**src/rtl/data_sync_pkg.sv**
```systemverilog
// rtl/data_sync_pkg.sv - shared constants, types and helpers for the bus synchroniser
package data_sync_pkg;

  localparam int MIN_STAGES = 2;
  localparam int MAX_STAGES = 4;
  localparam int MIN_CH     = 1;
  localparam int MAX_CH     = 16;

  typedef enum logic {
    EVT_LEVEL  = 1'b0,
    EVT_TOGGLE = 1'b1
  } event_mode_e;

  // Counter stays pinned at max_val once reached.
  function automatic logic [31:0] sat_inc(input logic [31:0] value, input logic [31:0] max_val);
    return (value >= max_val) ? value : value + 32'd1;
  endfunction

endpackage

```
**src/rtl/data_sync_mc_if.sv**
```systemverilog
// rtl/data_sync_mc_if.sv - source/consumer signal bundle of the multi-channel synchroniser
interface data_sync_mc_if #(
  parameter int NUM_CH     = 4,
  parameter int BUS_WIDTH  = 8,
  parameter int DROP_CNT_W = 4
);

  logic [NUM_CH-1:0]            bus_enable;
  logic [NUM_CH*BUS_WIDTH-1:0]  unsync_bus;
  logic [NUM_CH-1:0]            sync_ready;
  logic                         ovf_clear;
  logic [NUM_CH*BUS_WIDTH-1:0]  sync_bus;
  logic [NUM_CH-1:0]            enable_pulse;
  logic [NUM_CH-1:0]            sync_valid;
  logic [NUM_CH-1:0]            overflow;
  logic [NUM_CH*DROP_CNT_W-1:0] drop_cnt;

  modport master (
    output bus_enable, unsync_bus, sync_ready, ovf_clear,
    input  sync_bus, enable_pulse, sync_valid, overflow, drop_cnt
  );

  modport slave (
    input  bus_enable, unsync_bus, sync_ready, ovf_clear,
    output sync_bus, enable_pulse, sync_valid, overflow, drop_cnt
  );

endinterface

```
**src/rtl/data_sync_chan.sv**
```systemverilog
// rtl/data_sync_chan.sv - one channel: enable synchroniser, event detect, holding register, overflow tracking
module data_sync_chan
  import data_sync_pkg::*;
#(
  parameter int NUM_STAGES  = 2,
  parameter int BUS_WIDTH   = 8,
  parameter int TOGGLE_MODE = 0,
  parameter int DROP_CNT_W  = 4
) (
  input  logic                  clk,
  input  logic                  reset_n,
  input  logic                  i_enable,
  input  logic [BUS_WIDTH-1:0]  i_data,
  input  logic                  i_ready,
  input  logic                  i_ovf_clear,
  output logic [BUS_WIDTH-1:0]  o_data,
  output logic                  o_pulse,
  output logic                  o_valid,
  output logic                  o_overflow,
  output logic [DROP_CNT_W-1:0] o_drop_cnt
);

  localparam event_mode_e MODE    = event_mode_e'(TOGGLE_MODE);
  localparam logic [31:0] CNT_MAX = 32'((64'd1 << DROP_CNT_W) - 64'd1);

  logic [NUM_STAGES-1:0] r_chain;
  logic                  r_hist;
  logic [BUS_WIDTH-1:0]  r_data;
  logic                  r_pulse;
  logic                  r_valid;
  logic                  r_overflow;
  logic [DROP_CNT_W-1:0] r_drop_cnt;
  logic                  w_event;
  logic                  w_overwrite;

  generate
    if (MODE == EVT_TOGGLE) begin : g_toggle
      assign w_event = r_chain[NUM_STAGES-1] ^ r_hist;
    end else begin : g_level
      assign w_event = r_chain[NUM_STAGES-1] & ~r_hist;
    end
  endgenerate

  // An event landing on unconsumed data loses the older word.
  assign w_overwrite = w_event & r_valid & ~i_ready;

  always_ff @(posedge clk or negedge reset_n) begin
    if (!reset_n) begin
      r_chain    <= '0;
      r_hist     <= 1'b0;
      r_data     <= '0;
      r_pulse    <= 1'b0;
      r_valid    <= 1'b0;
      r_overflow <= 1'b0;
      r_drop_cnt <= '0;
    end else begin
      r_chain <= {r_chain[NUM_STAGES-2:0], i_enable};
      r_hist  <= r_chain[NUM_STAGES-1];
      r_pulse <= w_event;
      if (w_event) begin
        r_data  <= i_data;
        r_valid <= 1'b1;
      end else if (r_valid && i_ready) begin
        r_valid <= 1'b0;
      end
      if (w_overwrite) begin
        r_overflow <= 1'b1;
        r_drop_cnt <= i_ovf_clear ? DROP_CNT_W'(1)
                                  : DROP_CNT_W'(sat_inc(32'(r_drop_cnt), CNT_MAX));
      end else if (i_ovf_clear) begin
        r_overflow <= 1'b0;
        r_drop_cnt <= '0;
      end
    end
  end

  assign o_data     = r_data;
  assign o_pulse    = r_pulse;
  assign o_valid    = r_valid;
  assign o_overflow = r_overflow;
  assign o_drop_cnt = r_drop_cnt;

endmodule

```
**src/rtl/data_sync_mc.sv**
```systemverilog
// rtl/data_sync_mc.sv - multi-channel asynchronous bus synchroniser top
module data_sync_mc
  import data_sync_pkg::*;
#(
  parameter int NUM_STAGES  = 2,
  parameter int BUS_WIDTH   = 8,
  parameter int NUM_CH      = 4,
  parameter int TOGGLE_MODE = 0,
  parameter int DROP_CNT_W  = 4
) (
  input logic          clk,
  input logic          reset_n,
  data_sync_mc_if.slave bus
);

  generate
    if (NUM_STAGES < MIN_STAGES || NUM_STAGES > MAX_STAGES) begin : g_bad_stages
      $error("data_sync_mc: NUM_STAGES must be within 2..4");
    end
    if (NUM_CH < MIN_CH || NUM_CH > MAX_CH) begin : g_bad_ch
      $error("data_sync_mc: NUM_CH must be within 1..16");
    end
  endgenerate

  logic [NUM_CH*BUS_WIDTH-1:0]  w_sync_bus;
  logic [NUM_CH-1:0]            w_pulse;
  logic [NUM_CH-1:0]            w_valid;
  logic [NUM_CH-1:0]            w_overflow;
  logic [NUM_CH*DROP_CNT_W-1:0] w_drop_cnt;

  generate
    for (genvar g = 0; g < NUM_CH; g++) begin : g_ch
      data_sync_chan #(
        .NUM_STAGES (NUM_STAGES),
        .BUS_WIDTH  (BUS_WIDTH),
        .TOGGLE_MODE(TOGGLE_MODE),
        .DROP_CNT_W (DROP_CNT_W)
      ) u_chan (
        .clk        (clk),
        .reset_n    (reset_n),
        .i_enable   (bus.bus_enable[g]),
        .i_data     (bus.unsync_bus[g*BUS_WIDTH +: BUS_WIDTH]),
        .i_ready    (bus.sync_ready[g]),
        .i_ovf_clear(bus.ovf_clear),
        .o_data     (w_sync_bus[g*BUS_WIDTH +: BUS_WIDTH]),
        .o_pulse    (w_pulse[g]),
        .o_valid    (w_valid[g]),
        .o_overflow (w_overflow[g]),
        .o_drop_cnt (w_drop_cnt[g*DROP_CNT_W +: DROP_CNT_W])
      );
    end
  endgenerate

  assign bus.sync_bus     = w_sync_bus;
  assign bus.enable_pulse = w_pulse;
  assign bus.sync_valid   = w_valid;
  assign bus.overflow     = w_overflow;
  assign bus.drop_cnt     = w_drop_cnt;

endmodule

```
**src/flat_wrapper.sv**
```systemverilog
// flat-port wrapper written by rule: the top's interface ports become plain ports
module data_sync_mc_flat import data_sync_pkg::*;
#(
  parameter int NUM_STAGES  = 2,
  parameter int BUS_WIDTH   = 8,
  parameter int NUM_CH      = 4,
  parameter int TOGGLE_MODE = 0,
  parameter int DROP_CNT_W  = 4
)
  (clk, reset_n, bus_bus_enable, bus_unsync_bus, bus_sync_ready, bus_ovf_clear, bus_sync_bus, bus_enable_pulse, bus_sync_valid, bus_overflow, bus_drop_cnt);
  data_sync_mc_if #(.NUM_CH(NUM_CH), .BUS_WIDTH(BUS_WIDTH), .DROP_CNT_W(DROP_CNT_W)) bus_i ();
  input logic clk;
  input logic reset_n;
  input wire logic [$bits(bus_i.bus_enable)-1:0] bus_bus_enable;
  input wire logic [$bits(bus_i.unsync_bus)-1:0] bus_unsync_bus;
  input wire logic [$bits(bus_i.sync_ready)-1:0] bus_sync_ready;
  input wire logic [$bits(bus_i.ovf_clear)-1:0] bus_ovf_clear;
  output wire logic [$bits(bus_i.sync_bus)-1:0] bus_sync_bus;
  output wire logic [$bits(bus_i.enable_pulse)-1:0] bus_enable_pulse;
  output wire logic [$bits(bus_i.sync_valid)-1:0] bus_sync_valid;
  output wire logic [$bits(bus_i.overflow)-1:0] bus_overflow;
  output wire logic [$bits(bus_i.drop_cnt)-1:0] bus_drop_cnt;
  assign bus_i.bus_enable = bus_bus_enable;
  assign bus_i.unsync_bus = bus_unsync_bus;
  assign bus_i.sync_ready = bus_sync_ready;
  assign bus_i.ovf_clear = bus_ovf_clear;
  assign bus_sync_bus = bus_i.sync_bus;
  assign bus_enable_pulse = bus_i.enable_pulse;
  assign bus_sync_valid = bus_i.sync_valid;
  assign bus_overflow = bus_i.overflow;
  assign bus_drop_cnt = bus_i.drop_cnt;
  data_sync_mc #(.NUM_STAGES(NUM_STAGES), .BUS_WIDTH(BUS_WIDTH), .NUM_CH(NUM_CH), .TOGGLE_MODE(TOGGLE_MODE), .DROP_CNT_W(DROP_CNT_W)) u_core (.clk(clk), .reset_n(reset_n), .bus(bus_i));
endmodule
```
**config.mk**
```make
export PLATFORM = sky130hd
export DESIGN_NAME = data_sync_mc_flat
export DESIGN_NICKNAME = d
export VERILOG_FILES = /design/src/rtl/data_sync_pkg.sv /design/src/rtl/data_sync_mc_if.sv /design/src/rtl/data_sync_chan.sv /design/src/rtl/data_sync_mc.sv /design/src/flat_wrapper.sv
export SDC_FILE = /design/constraint.sdc
export NUM_CORES = 1
export LEC_CHECK = 0
export BUFFER_PORTS_ARGS = -buffer_cell sky130_fd_sc_hd__clkbuf_2
export CAP_MARGIN = 5
export CORE_ASPECT_RATIO = 1.1
export CORE_MARGIN = 2
export CORE_UTILIZATION = 30
export CTS_CLUSTER_SIZE = 12
export DETAILED_ROUTE_END_ITERATION = 10
export GPL_ROUTABILITY_DRIVEN = 0
export SKIP_LAST_GASP = 1
export SLEW_MARGIN = 20
export SYNTH_ARGS = -nofsm -noshare
export SYNTH_HDL_FRONTEND = slang
export SYNTH_SLANG_ARGS = --single-unit
```
**constraint.sdc**
```tcl
create_clock -name clk -period 2.6 [get_ports clk]
set_input_delay 0.39 -clock clk [delete_from_list [all_inputs] [get_ports clk]]
set_output_delay 0.39 -clock clk [all_outputs]
set_load 0.02 [all_outputs]
```
---- Word level (Yosys, flattened, before mapping) ----
Index checks and enable logic that the tools add are counted.
storage, ports and cells
  register bits after elaboration ......... 72
  input port bits ......................... 43
cells by class
  mux-type cells .......................... 26
  eq/ne operators ......................... 4
  add/subtract/negate cells ............... 4
  reductions and logical operators ........ 16
  order comparisons ....................... 4
  bitwise logic cells ..................... 20
operators with widths
  kind                 number
  $mux 4               13
  $add 4x1->4 const B  4
  $ge 4x4->1 const B   4
  $reduce_bool 2->1    8
  $mux 1               13
  $and 1x1->1          12
  $ne 2x2->1 const B   4
  $not 1->1            8
  $reduce_and 2->1     4
  $logic_and 1x1->1    4

---- Depth between registers and ports, before layout ----
  word-level depth ........................ 6
  gate-level depth with buffers ........... 4

---- Cells and area by module ----
From an unflattened synthesis, not the netlist that was laid out.
unflattened totals
  cell total of the unflattened synthesis .. 208
  area, all modules ....................... 3072.9 µm²
by module, submodules not included
  module          instances  cells an instance  area each (µm²)  seq. area each (µm²)
  data_sync_chan  4          52                 768.2            450.4

---- Worst setup path after synthesis ----
OpenSTA, ideal clock, no wires.
  path kind ............................... register to register
  start point ............................. reg u_core.g_ch[0].u_chan.r_drop_cnt[0]
  end point ............................... reg u_core.g_ch[0].u_chan.r_drop_cnt[3]
  period minus slack after synthesis ...... 1401 ps
  path slack .............................. 1199 ps
  cell stages (with the launch flop) ...... 5
  data arrival time ....................... 1265 ps
  buffers on the path ..................... 0
  data required time ...................... 2464 ps
  cell sequence ........................... dfrtp_1 > ha_1 > and3_1 > o311ai_1 > o41ai_1
on the way
  cells in the longest elaborated chain, start to end .. 4
ends and longest elaborated chain
  item                    RTL line              RTL
  start, declared         data_sync_chan.sv:32  logic [DROP_CNT_W-1:0] r_drop_cnt;
  start signal, assigned  data_sync_chan.sv:68  r_drop_cnt <= i_ovf_clear ? DROP_CNT_W'(1)
  $add 4x1->4             data_sync_pkg.sv:16   return (value >= max_val) ? value : value + 32'd1;
  $mux 4                  data_sync_pkg.sv:16
  $mux 4                  data_sync_chan.sv:68
  $mux 4                  data_sync_chan.sv:66  if (w_overwrite) begin
Parallel ways exist; a longest one is shown, timed or not. The select of a mux whose other input is x is not followed.
A chain may end at the register's enable or synchronous reset.

---- Worst setup path after layout ----
  start point ............................. reg u_core.g_ch[3].u_chan.r_chain[1]
  end point ............................... reg u_core.g_ch[3].u_chan.r_data[0]
on the way
  cells in the longest elaborated chain, start to end .. 1
ends and longest elaborated chain
  item                    RTL line              RTL
  start, declared         data_sync_chan.sv:26  logic [NUM_STAGES-1:0] r_chain;
  start signal, assigned  data_sync_chan.sv:57  r_chain <= {r_chain[NUM_STAGES-2:0], i_enable};
  $and 1x1->1             data_sync_chan.sv:40  assign w_event = r_chain[NUM_STAGES-1] & ~r_hist;
  end signal, assigned    data_sync_chan.sv:61  r_data <= i_data;
  end, declared           data_sync_chan.sv:28  logic [BUS_WIDTH-1:0] r_data;
Every way passes these cells.

==> impl_metrics.yaml <==
run_status:
  outcome: "finished clean"
synthesis:
  synth_seq_area_share_pct: 60.9
  postSynthNetCount: 257
  synth.ff_latch_count: 72
  synth.cell_area_um2: 2960
  synth_edf_count: 0
  synthArstFlopShare_pct: 100
  synth.avg_cell_area_um2: 14.1
  post_synth_inst_count: 210
  synthDistinctLibCells: 32
  synthTopCellsByArea: "dfrtp_1 61%, mux2_2 12%, buf_4 4.1%, nand4bb_4 2.8%, a21o_1 2.0%"
  synth_top_area_cell: "dfrtp_1"
  synth_warnings: 0
  post_synth_top_flop: "dfrtp_1"
  library_cell_with_the_highest_instance_count_after_synthesis: "dfrtp_1"
  synth.top_cell.area_share_pct: 60.9
  synthTopCellsByCount: "72 x dfrtp_1, 32 x mux2_2, 16 x buf_4"
hold_path:
  holdCritPathClass: "in2reg"
place:
  place.detailed.hpwl_um: 4010
  dp_worst_setup_slack_ns: 0.922
  io_buffer_count: 102
  dpl.cell_count: 415
setup_path:
  crit_required_ns: 2.82
  worst-path-max-fanout: 10
  cp_slowest_cell: "nor2b_1"
  max_stage_delay_ns: 0.67
  cp_data_arrival_time_ns: 1.85
  crit_path_cell_trace: "nor2b_1 > mux2_2"
  timing.critical_path.max_delay_family: "simple AND/OR/NAND/NOR gates"
  crit_path_start_kind: "flip-flop"
  critical_path_class: "reg2reg"
  cp-end-kind: "flip-flop"
  critical_path.n_buffers_inverters: 0
pwr:
  p_clk_share_pct: 31.2
  vdd.ir_drop.worst_mv: 0.273
  switching_power_of_the_nets_uw: 678
  comb_power_share_pct: 16.1
  cellPowerDensity_nw_per_um2: 663
  power_leakage_uw: 0.00183
  share_seq_of_total_power_pct: 52.7
  switching_fraction_of_total_power_pct: 27.9
  p_int_uw: 1750
final_layout:
  layout.cells.non_filler: 431
  final_net_count: 353
  layout-area-overhead-vs-synth_pct: 23.9
  final_core_utilization_pct: 37.6
  layout-drive-gt1-share_pct: 49.5
  antenna_cells_inserted: 0
  fillerInstances: 981
route:
  first_pass_iters: 3
  drcViolationCount: 0
  dr_wl_met2_um: 2720
  wirelength_met1_um: 2390
  vias_per_cell: 4.68
  detailedRoute.firstIterationViolations: 36
  drt-wirelength-per-cell_um: 13.0
  detailroute.via_count: 2016
  drtAntennaViolNets: 0
  highest-signal-layer: "met4"
  route.final.wire_length_um: 5580
  met3WireLength_um: 346
die:
  ios: 103
  dieArea_um2: 10700
  die_height_um: 108
  core-area_um2: 9750
  chipWidth_um: 98.7
  initial_utilization_pct: 30.4
  row_count: 38
sta:
  timing_hold_violations_final: 0
  final.setup.tns_ns: 0
  fin_crit_ns: 1.62
  rsz_0062_raised_after_global_routing: "no"
  max-slew-margin-rel_pct: 39.2
  min_period_over_period_pct: 62.5
  max_freq_ghz: 0.616
  timing_worst_slew_pin_value_ns: 0.913
  fin_worst_skew_ns: 0.0104
  fin_ws_ns: 0.976
  report.final.setup_viol: 0
  timing_max_transition_violations_final: 0
grt:
  grt_antenna_before_repair: 0
  vias_in_the_first_global_route: 1973
  grt_start_max_net_pins: 73
  global_route_congestion_overflow_total: 0
  grt_use_total_pct: 11.2
  first_pass_grt_wire_length_um: 9290
clocking:
  cts_made_buffers: 9
  cts_root_buf: "clkbuf_8"
  clkTransAtPathRegs_ns: 0.07
  clk_path_buf_depth: 2
  clock_latency_ns: 0.35
  cts_repair_resize_count: 0
  cts_tree: "yes"
  clock_sinks: 72
  cts_post_setup_buffers_inserted: 0
  cts_hold_buf: 0
  cts_max_level: 3
run:
  max_cap_violations: 0
cell families after synthesis:
group                      Yosys count  synth area share (%)
and+or+nand+nor                     46                  12.8
adders and majority gates            4                  1.69
AOI/OAI and AO/OA                   32                  7.35
DFF                                 72                  60.9
muxes                               32                  12.2
buffers and inverters               24                  5.11
power by group through the flow:
stage / sequential (uW) / clock (uW) / combinational [uW]
6_report: 1280 / 758 / 390
5_1_grt: 1300 / 846 / 427
4_1_cts: 1280 / 806 / 400
3_5_place_dp: 1300 / 0 / 400
3_3_place_gp: 1300 / 0 / 394
2_1_floorplan: 1390 / 0 / 154
per-layer routing:
metal / global-route usage [%] / up-vias
met5: 0 / -
met4: 6.65 / 0
met3: 3.94 / 12
met2: 17.3 / 56
met1: 13.4 / 996
li1: - / 952
final timing paths:
check / cells past startpoint / to / slack (ns) / startpoint
worst max register to register: 2 / u_core.g_ch[3].u_chan.o_data[0] / 0.98 / u_core.g_ch[3].u_chan.r_chain[1]
worst min register to register: 0 / u_core.g_ch[3].u_chan.r_chain[1] / 0.35 / u_core.g_ch[3].u_chan.r_chain[0]
max in group asynchronous: 1 / u_core.g_ch[2].u_chan.o_data[1] / 1.83 / reset_n
worst max-delay path: 2 / u_core.g_ch[3].u_chan.o_data[0] / 0.98 / u_core.g_ch[3].u_chan.r_chain[1]
min in group asynchronous: 1 / u_core.g_ch[3].u_chan.o_drop_cnt[2] / 0.16 / reset_n
worst min-delay path: 1 / u_core.g_ch[0].u_chan.r_chain[0] / 0.15 / bus_bus_enable[0]
worst reg2reg max path, cell delays in order (launching register included):
cell and delay, ns:
dfrtp_1 0.43, nor2b_1 0.67, mux2_2 0.42
layout by cell type, fill, tap and decap left out:
master     instances
clkbuf_2         101
dfrtp_1           72
mux2_2            32
clkbuf_8          10
nand3_1            9
a21oi_1            8
a21o_1             8
nor2b_1            5
nor3_1             5
inv_1              5
and3_1             4
o21ai_0            4
ha_1               4
clkinv_2           4
and4b_1            3
nand3b_1           3
nand4bb_4          3
o211ai_1           3
or3_1              3
nand2_1            3
o311ai_1           3
o41ai_1            3
and4bb_1           2
and4bb_4           2
clkbuf_1           2
buf_4              2
clkinv_1           1
and4_1             1
nand4bb_1          1
nor2_1             1
o2bb2ai_1          1
a31oi_1            1
o21a_1             1
nor4_1             1
area by class of cell:
| cell class | count | area (um^2) | share of cell area [%] |
|---|---|---|---|
| clock buffer | 12 | 145 | 3.96 |
| inverter | 6 | 22.5 | 0.614 |
| tap | 120 | 150 | 4.09 |
| clock inverter | 4 | 20.0 | 0.546 |
| timing repair buffer | 103 | 520 | 14.2 |
| sequential | 72 | 1800 | 49.1 |
| multi-input combinational | 114 | 1010 | 27.5 |
flip-flops by register name (all words and copies together), names as in the netlist:
signal,cells
u_core.g_ch.u_chan.r_chain,8
u_core.g_ch.u_chan.o_data,32
u_core.g_ch.u_chan.r_hist,4
u_core.g_ch.u_chan.o_drop_cnt,16
u_core.g_ch.u_chan.o_valid,4
u_core.g_ch.u_chan.o_overflow,4
u_core.g_ch.u_chan.o_pulse,4
through the flow:
step | power [uW] | cell area, um^2 | hold slack [ns]
2_1_floorplan | 1550 | 2960 | 0.0944
3_3_place_gp | 1690 | 3500 | 0.335
3_5_place_dp | 1700 | 3500 | 0.337
4_1_cts | 2490 | 3670 | 0.115
5_1_grt | 2570 | 3670 | 0.127
6_report | 2430 | 3670 | 0.149
No activity file was read; power rests on OpenSTA's default activity.
